===== src/rtl/pixel_stream_tagger.sv =====
// Consumes raster counter coordinates under backpressure and tags each with its linear
// address and sof/eol/eof. Beats leave through a 2-entry skid FIFO with valid/ready.
module pixel_stream_tagger #(
    parameter int WIDTH       = 32,
    parameter int HEIGHT      = 32,
    parameter int FRAME_CNT_W = 16,
    localparam int CW = $clog2(WIDTH),
    localparam int RW = $clog2(HEIGHT),
    localparam int AW = $clog2(WIDTH * HEIGHT)
) (
    input  logic                   clk,
    input  logic                   rst,
    input  logic                   run,
    input  logic [CW-1:0]          col_in,
    input  logic [RW-1:0]          row_in,
    output logic                   cnt_enable,
    output logic                   m_valid,
    input  logic                   m_ready,
    output logic [CW-1:0]          m_col,
    output logic [RW-1:0]          m_row,
    output logic [AW-1:0]          m_addr,
    output logic                   m_sof,
    output logic                   m_eol,
    output logic                   m_eof,
    output logic [FRAME_CNT_W-1:0] frame_count,
    output logic                   seq_err,
    output logic                   busy
);

    localparam logic [CW-1:0] COL_LAST = CW'(WIDTH - 1);
    localparam logic [RW-1:0] ROW_LAST = RW'(HEIGHT - 1);

    typedef enum logic [1:0] {
        IDLE   = 2'd0,
        STREAM = 2'd1,
        FINISH = 2'd2
    } state_t;

    typedef struct packed {
        logic [CW-1:0] col;
        logic [RW-1:0] row;
        logic [AW-1:0] addr;
        logic          sof;
        logic          eol;
        logic          eof;
    } beat_t;

    // Tags are resolved at capture so the FIFO carries a complete beat.
    function automatic beat_t tag_beat(input logic [RW-1:0] r, input logic [CW-1:0] c);
        beat_t b;
        b.col  = c;
        b.row  = r;
        b.addr = AW'(r) * AW'(WIDTH) + AW'(c);
        b.sof  = (r == '0) && (c == '0);
        b.eol  = (c == COL_LAST);
        b.eof  = (r == ROW_LAST) && (c == COL_LAST);
        return b;
    endfunction

    function automatic logic [RW+CW-1:0] raster_next(input logic [RW-1:0] r,
                                                     input logic [CW-1:0] c);
        if (c == COL_LAST) begin
            if (r == ROW_LAST) begin
                return '0;
            end
            return {RW'(r + 1'b1), {CW{1'b0}}};
        end
        return {r, CW'(c + 1'b1)};
    endfunction

    state_t                 state_q;
    logic [1:0]             occ_q, occ_d;
    beat_t                  head_q, head_d;
    beat_t                  tail_q, tail_d;
    logic [CW-1:0]          exp_col_q;
    logic [RW-1:0]          exp_row_q;
    logic                   seq_err_q;
    logic [FRAME_CNT_W-1:0] frame_cnt_q;

    beat_t cap_beat;
    logic  push;
    logic  pop;

    // Enable depends only on registered state, so m_ready never reaches the counter.
    assign push     = (state_q != IDLE) && (occ_q != 2'd2);
    assign pop      = (occ_q != 2'd0) && m_ready;
    assign cap_beat = tag_beat(row_in, col_in);

    always_comb begin
        head_d = head_q;
        tail_d = tail_q;
        occ_d  = occ_q;
        case (occ_q)
            2'd0: begin
                if (push) begin
                    head_d = cap_beat;
                    occ_d  = 2'd1;
                end
            end
            2'd1: begin
                if (push && pop) begin
                    head_d = cap_beat;
                end else if (push) begin
                    tail_d = cap_beat;
                    occ_d  = 2'd2;
                end else if (pop) begin
                    occ_d  = 2'd0;
                end
            end
            default: begin
                if (pop) begin
                    head_d = tail_q;
                    occ_d  = 2'd1;
                end
            end
        endcase
    end

    always_ff @(posedge clk) begin
        if (rst) begin
            occ_q  <= 2'd0;
            head_q <= '0;
        end else begin
            occ_q  <= occ_d;
            head_q <= head_d;
        end
    end

    always_ff @(posedge clk) begin
        tail_q <= tail_d;
    end

    always_ff @(posedge clk) begin
        if (rst) begin
            state_q     <= IDLE;
            exp_col_q   <= '0;
            exp_row_q   <= '0;
            seq_err_q   <= 1'b0;
            frame_cnt_q <= '0;
        end else begin
            case (state_q)
                IDLE:    if (run) state_q <= STREAM;
                STREAM:  if (!run) state_q <= FINISH;
                FINISH:  if (push && cap_beat.eof) state_q <= IDLE;
                default: state_q <= IDLE;
            endcase
            if (push) begin
                if ({row_in, col_in} != {exp_row_q, exp_col_q}) begin
                    seq_err_q <= 1'b1;
                end
                {exp_row_q, exp_col_q} <= raster_next(row_in, col_in);
            end
            if (pop && head_q.eof) begin
                frame_cnt_q <= frame_cnt_q + 1'b1;
            end
        end
    end

    assign cnt_enable  = push;
    assign m_valid     = (occ_q != 2'd0);
    assign m_col       = head_q.col;
    assign m_row       = head_q.row;
    assign m_addr      = head_q.addr;
    assign m_sof       = head_q.sof;
    assign m_eol       = head_q.eol;
    assign m_eof       = head_q.eof;
    assign frame_count = frame_cnt_q;
    assign seq_err     = seq_err_q;
    assign busy        = (state_q != IDLE) || (occ_q != 2'd0);

endmodule


===== config.mk =====
export PLATFORM = sky130hd
export DESIGN_NAME = pixel_stream_tagger
export DESIGN_NICKNAME = d
export VERILOG_FILES = /design/src/rtl/pixel_stream_tagger.sv
export SDC_FILE = /design/constraint.sdc
export NUM_CORES = 1
export LEC_CHECK = 0
export CAP_MARGIN = 20
export CORE_MARGIN = 4
export CORE_UTILIZATION = 46
export CTS_CLUSTER_DIAMETER = 30
export CTS_CLUSTER_SIZE = 14
export DETAILED_ROUTE_END_ITERATION = 10
export PLACE_DENSITY = 0.76
export SLEW_MARGIN = 10
export SYNTH_ARGS = -nofsm -noshare
export SYNTH_HDL_FRONTEND = slang
export SYNTH_SLANG_ARGS = --single-unit

===== constraint.sdc =====
create_clock -name clk -period 2.11 [get_ports clk]
set_clock_uncertainty 0.15 [all_clocks]
set_input_delay 0.211 -clock clk [delete_from_list [all_inputs] [get_ports clk]]
set_output_delay 0.211 -clock clk [all_outputs]
set_load 0.005 [all_outputs]

# Word level (Yosys, flattened, before mapping)
# Cells that the tools add are included.
op_classes:
  addsub: 4
  n_eq_ne: 14
  n_mux: 25
  n_bitwise: 1
  n_reduce_logical: 20
op_table:
  columns: ["operator", "n"]
  rows:
  - ["23-bit two-way mux", 3]
  - ["23-bit one-hot mux with 2 select lines", 1]
  - ["10-bit two-way mux", 4]
  - ["16-bit by 1-bit adder with 16-bit output, second input constant", 1]
  - ["2-bit two-way mux", 8]
  - ["2-bit != test, second input constant", 7]
  - ["10-bit by 5-bit adder with 10-bit output", 1]
  - ["5-bit by 1-bit adder with 5-bit output, second input constant", 2]
  - ["5-bit equality test, second input constant", 2]
  - ["5-bit zero test", 2]
  - ["10-bit != test", 1]
  - ["3-bit AND reduction", 3]
  - ["1-bit logical AND", 7]
  - ["1-bit two-way mux", 7]
  - ["2-bit one-hot mux with 3 select lines", 1]
  - ["2-bit by 1-bit equality test with 1-bit output, second input constant", 2]
  - ["2-bit zero test", 2]
  - ["2-bit one-hot mux with 2 select lines", 1]
  - ["4-bit AND reduction", 1]
  - ["2-bit nonzero test", 2]
  - ["3-bit != test, second input constant", 1]
  - ["3-bit nonzero test", 1]
  - ["2-bit equality test, second input constant", 1]
  - ["2-bit AND reduction", 1]
  - ["other kinds (2)", 2]
word_totals:
  regBits: 77
  out_inout_bits: 43
  elab_cells: 82

# Depth between registers and ports, before layout
# Gate-level depths: netlist (run 1).
depth:
  depth_word: 8
  mapped_depth: 8
  mapped_depth_nobuf: 7

# Worst setup path before layout (run 1)
# No wires, ideal clock.
synth_path:
  kind: "register -> register"
  from: "register occ_q[1]"
  to: "register tail_q[0] (netlist bit), enable pin"
  t_arrival_ns: 1.764
  required_ns: 1.560
  path_slack_ns: -0.204
  path_stages_with_launch: 4
  path_cell_list: "dfxtp_1 buf_4 buf_1 nor3_1"
synth_between:
  elab_chain_cells: 5
  word_cells_on_any_way: 8
synth_lines:
  columns: ["item", "line_no", "text"]
  rows:
  - ["from (decl)", "72", "logic [1:0] occ_q, occ_d;"]
  - ["from (signal assigned)", "121", "occ_q <= 2'd0;"]
  - ["from (signal assigned)", "124", "occ_q <= occ_d;"]
  - ["2-bit != test or 2-bit nonzero test (tied branches)", "85, 86", null]
  - ["1-bit logical AND (on tied branches)", "85, 86", null]
  - ["1-bit logical AND", "101", "if (push && pop) begin"]
  - ["1-bit inverter (no source line)", null, null]
  - ["3-bit AND reduction (no source line) *", null, null]
  - ["to (signal assigned)", "130", "tail_q <= tail_d;"]
  - ["to (decl)", "74", "beat_t tail_q, tail_d;"]
# Every way passes the cells marked *; elsewhere a longest branch is shown, timed or not.
# A chain may end at the register's enable or synchronous reset.

# Final worst setup path (run 1)
layout_path:
  from: "register occ_q[1]"
  to: "output cnt_enable"
layout_between:
  elab_chain_cells: 2
layout_lines:
  columns: ["item", "line_no", "text"]
  rows:
  - ["2-bit != test", "85", "assign push = (state_q != IDLE) && (occ_q != 2'd2);"]
  - ["1-bit logical AND", "85", null]
  - ["to (decl)", "16", "output logic cnt_enable,"]
# No other way between the ends.

==> results of run 1 <==
metrics by stage:
step,std cells,power [mW],area [sq um],hold slack [ns],setup WS [ns]
floorplan,281,1.41,2700,0.160,0.177
global placement,408,1.59,3400,0.304,0.0199
detailed placement,408,1.60,3400,0.308,-0.0709
CTS,424,2.67,3610,0.317,0.107
global route,424,2.79,3610,0.343,0.000384
finish,424,2.64,3610,0.314,0.126
cell usage after synthesis, types with 3 or more instances:
cell       n  area (sq um)
a211oi_1  18           135
a21oi_1   15          75.1
and3_1     3          18.8
buf_1      3          11.3
buf_4     11          82.6
clkbuf_1   5          18.8
dfxtp_1   44           881
edfxtp_1  13           390
ha_1       7          87.6
inv_1     11          41.3
mux2_2     3          33.8
mux2i_1   14           140
nand2_1   18          67.6
nand3_1   10          50.1
nand4_1    3          18.8
nor2_1    36           135
nor2b_1    5          31.3
nor3_1     7          35.0
nor4_1     3          18.8
o21ai_0    8          40.0
or3_1      3          18.8
xnor2_1    6          52.6
xor2_1    13           114
flip-flops by register name, indices dropped and copies added, names as in the netlist:
register	cells
m_eof	1
m_row	5
tail_q	13
m_col	4
m_addr	1
seq_err	1
m_eol	1
exp_col_q	5
m_sof	1
occ_q	2
frame_count	16
state_q	2
exp_row_q	5
worst max path at each step:
stage | from | cells past startpoint | slack [ns] | to
after floorplan | occ_q[1] | 3 | 0.18 | tail_q[0]
after CTS | occ_q[1] | 4 | 0.11 | cnt_enable
after detailed placement | col_in[0] | 8 | -0.07 | exp_row_q[2]
after global routing | frame_count[3] | 4 | 0.0004 | frame_count[10]
final | occ_q[1] | 4 | 0.13 | cnt_enable
after global placement | col_in[0] | 8 | 0.02 | exp_row_q[2]
worst max-delay path: stages, from the launching register on:
cell and delay, ns:
dfxtp_2 0.40, inv_1 0.13, o22ai_2 0.22, inv_1 0.10
clkdlybuf4s50_1 0.45
cells in the final DEF, fill, tap and decap left out, types with 3 or more instances in the layout:
master / Yosys / layout
clkdlybuf4s50_1: 0 / 56
dfxtp_1: 44 / 43
nor2_1: 36 / 36
buf_4: 11 / 20
nand2_1: 18 / 18
a211oi_1: 18 / 18
a21oi_1: 15 / 15
mux2i_1: 14 / 14
xor2_1: 13 / 13
edfxtp_1: 13 / 13
inv_1: 11 / 11
nand3_1: 10 / 10
clkbuf_8: 0 / 9
o21ai_0: 8 / 8
ha_1: 7 / 7
xnor2_1: 6 / 6
nor3_1: 7 / 6
nor2b_1: 5 / 5
and3_1: 3 / 3
nor4_1: 3 / 3
nand4_1: 3 / 3
mux2_2: 3 / 3
or3_1: 3 / 3
logic make-up after synthesis:
group           share of synthesized area [%]
compound gates                           13.4
xor+xnor                                 6.17
fa+ha+maj                                3.25
buf+inv                                  6.26
flops                                    47.1
mux                                      6.44
simple gates                             17.4
routing by layer:
layer / vias to the layer above / track usage (%)
li1: 1122 / -
met1: 1026 / 22.0
met2: 40 / 27.7
met3: 8 / 3.83
met4: 0 / 7.77
met5: - / 0
cell type report:
| cell class | count | area share, % |
|---|---|---|
| flip-flops and latches | 57 | 35.3 |
| multi-input cells | 191 | 35.0 |
| repair buffers | 77 | 20.3 |
| clock buffers | 9 | 3.43 |
| well taps | 72 | 2.50 |
| clock inverters | 7 | 2.36 |
| inverters | 11 | 1.14 |
power by group:
group / total, mW / internal [mW] / switching (mW) / leakage, nW
logic: 0.368 / 0.206 / 0.162 / 0.770
clock network: 1.07 / 0.652 / 0.420 / 0.104
registers: 1.21 / 1.17 / 0.0385 / 0.478
total: 2.64 / 2.02 / 0.621 / 1.35
==> results.py, run 1 <==
metrics = {
    "timing": {
        "drv_slew": 0,
        "rsz0062_at_grt": "false",
        "hold_viol": 0,
        "period_needed_ns": 1.98,
        "worstMarginPinSlew_ns": 0.476,
        "fmax_mhz": 504,
        "fin_crit_sh_pct": 94.0,
        "relSlewSlack_pct": 68.1,
        "finalSetupViolCount": 0,
        "finalSetupTns_ns": 0,
    },
    "clocking": {
        "cts-root-buf": "clkbuf_8",
        "htreeDepth": 3,
        "cts-resized-gates": 1,
        "cts-buffers-inserted": 9,
        "cts_sinks": 57,
        "worstSkewPairLatency_ns": 0.33,
        "clkTransAtPathRegs_ns": 0.06,
        "cts_setup_buffers": 0,
        "cts_tree": "done",
        "cts_hold_buf": 0,
        "clock_path_buffers": 2,
    },
    "final_layout": {
        "drive_gt1_share_pct": 13.1,
        "multi_input_area_sq_um": 1260,
        "final_core_util_pct": 64.3,
        "sequential_cell_area_sq_um": 1270,
        "fin_nets": 368,
        "area_growth_pct": 33.7,
        "antenna_cells": 0,
        "fillers": 472,
    },
    "floorplan": {
        "start_util_pct": 48.1,
        "die_w_um": 84.6,
        "core_sq_um": 5610,
        "ioPinCount": 57,
        "die_h_um": 84.6,
        "dieArea_sq_um": 7160,
        "core.rowCount": 27,
    },
    "worst_setup_path": {
        "required_ns": 1.75,
        "worstPathMaxFanout": 6,
        "path_class": "flip-flop to primary output",
        "r2r_slack_ns": 0.18,
        "reg2reg_to": "frame_count[10]",
        "r2r-start": "frame_count[3]",
        "crit_path_end_kind": "primary output",
        "r2r_cells": 4,
        "arrival_ns": 1.62,
        "critPathLaunchType": "flip-flop",
    },
    "drt": {
        "vias_per_cell": 5.18,
        "route.met2.wl_um": 2730,
        "route.top_layer_used": "met4",
        "via_count": 2196,
        "drc": 0,
        "ant_nets": 0,
        "routed_wl_um": 5690,
        "drt_iter0_drc": 136,
        "wl_met3_um": 216,
        "dr.pass1.iters": 4,
        "wl_met1_um": 2650,
        "wl_per_cell_um": 13.4,
    },
    "synth": {
        "ys_seq_area_share_pct": 47.1,
        "yosysWarnings": 0,
        "synth_seq_cells": 57,
        "syn_area_sq_um": 2700,
        "synthesis.nets": 302,
        "synth_edf_count": 13,
        "synthFlopType": "dfxtp_1",
        "synth_cell_types": 40,
        "syn_avg_cell_area_sq_um": 9.60,
        "ys_async_sr_fraction_pct": 0,
        "syn_inst": 281,
    },
    "power_and_ir_drop": {
        "p_leak_nw": 1.35,
        "p_per_area_nw_per_um2": 733,
        "ir_worst_vdd_mv": 0.328,
    },
    "grt": {
        "antenna_found_initial": 0,
        "grt_pass1_vias": 2124,
        "track_usage_pct": 17.2,
        "overflow": 0,
        "grt_max_degree": 27,
        "grt_pass1_wl_um": 9970,
    },
    "place": {
        "io_buffers": 56,
        "hpwl_um": 4210,
        "place_congestion": 0.767,
    },
    "min_path": {
        "hold_depth": 2,
        "min_path_type": "flip-flop to flip-flop",
        "min_from": "exp_col_q[2]",
        "min_to": "exp_col_q[2]",
    },
    "outcome": {
        "status": "completed",
    },
    "run": {
        "maxCapViolations": 0,
    },
}
(Power assumes the default switching activity.)
==> inputs of run 2 (changes only) <==
--- a/config.mk
+++ b/config.mk
@@ -8,7 +8,7 @@
 export CAP_MARGIN = 20
 export CORE_MARGIN = 4
 export CORE_UTILIZATION = 46
-export CTS_CLUSTER_DIAMETER = 30
+export CTS_CLUSTER_DIAMETER = 50
 export CTS_CLUSTER_SIZE = 14
 export DETAILED_ROUTE_END_ITERATION = 10
 export PLACE_DENSITY = 0.76
==> results of run 2 <==
Same layout as run 1: the final DEF is identical, and so are final timing and power.
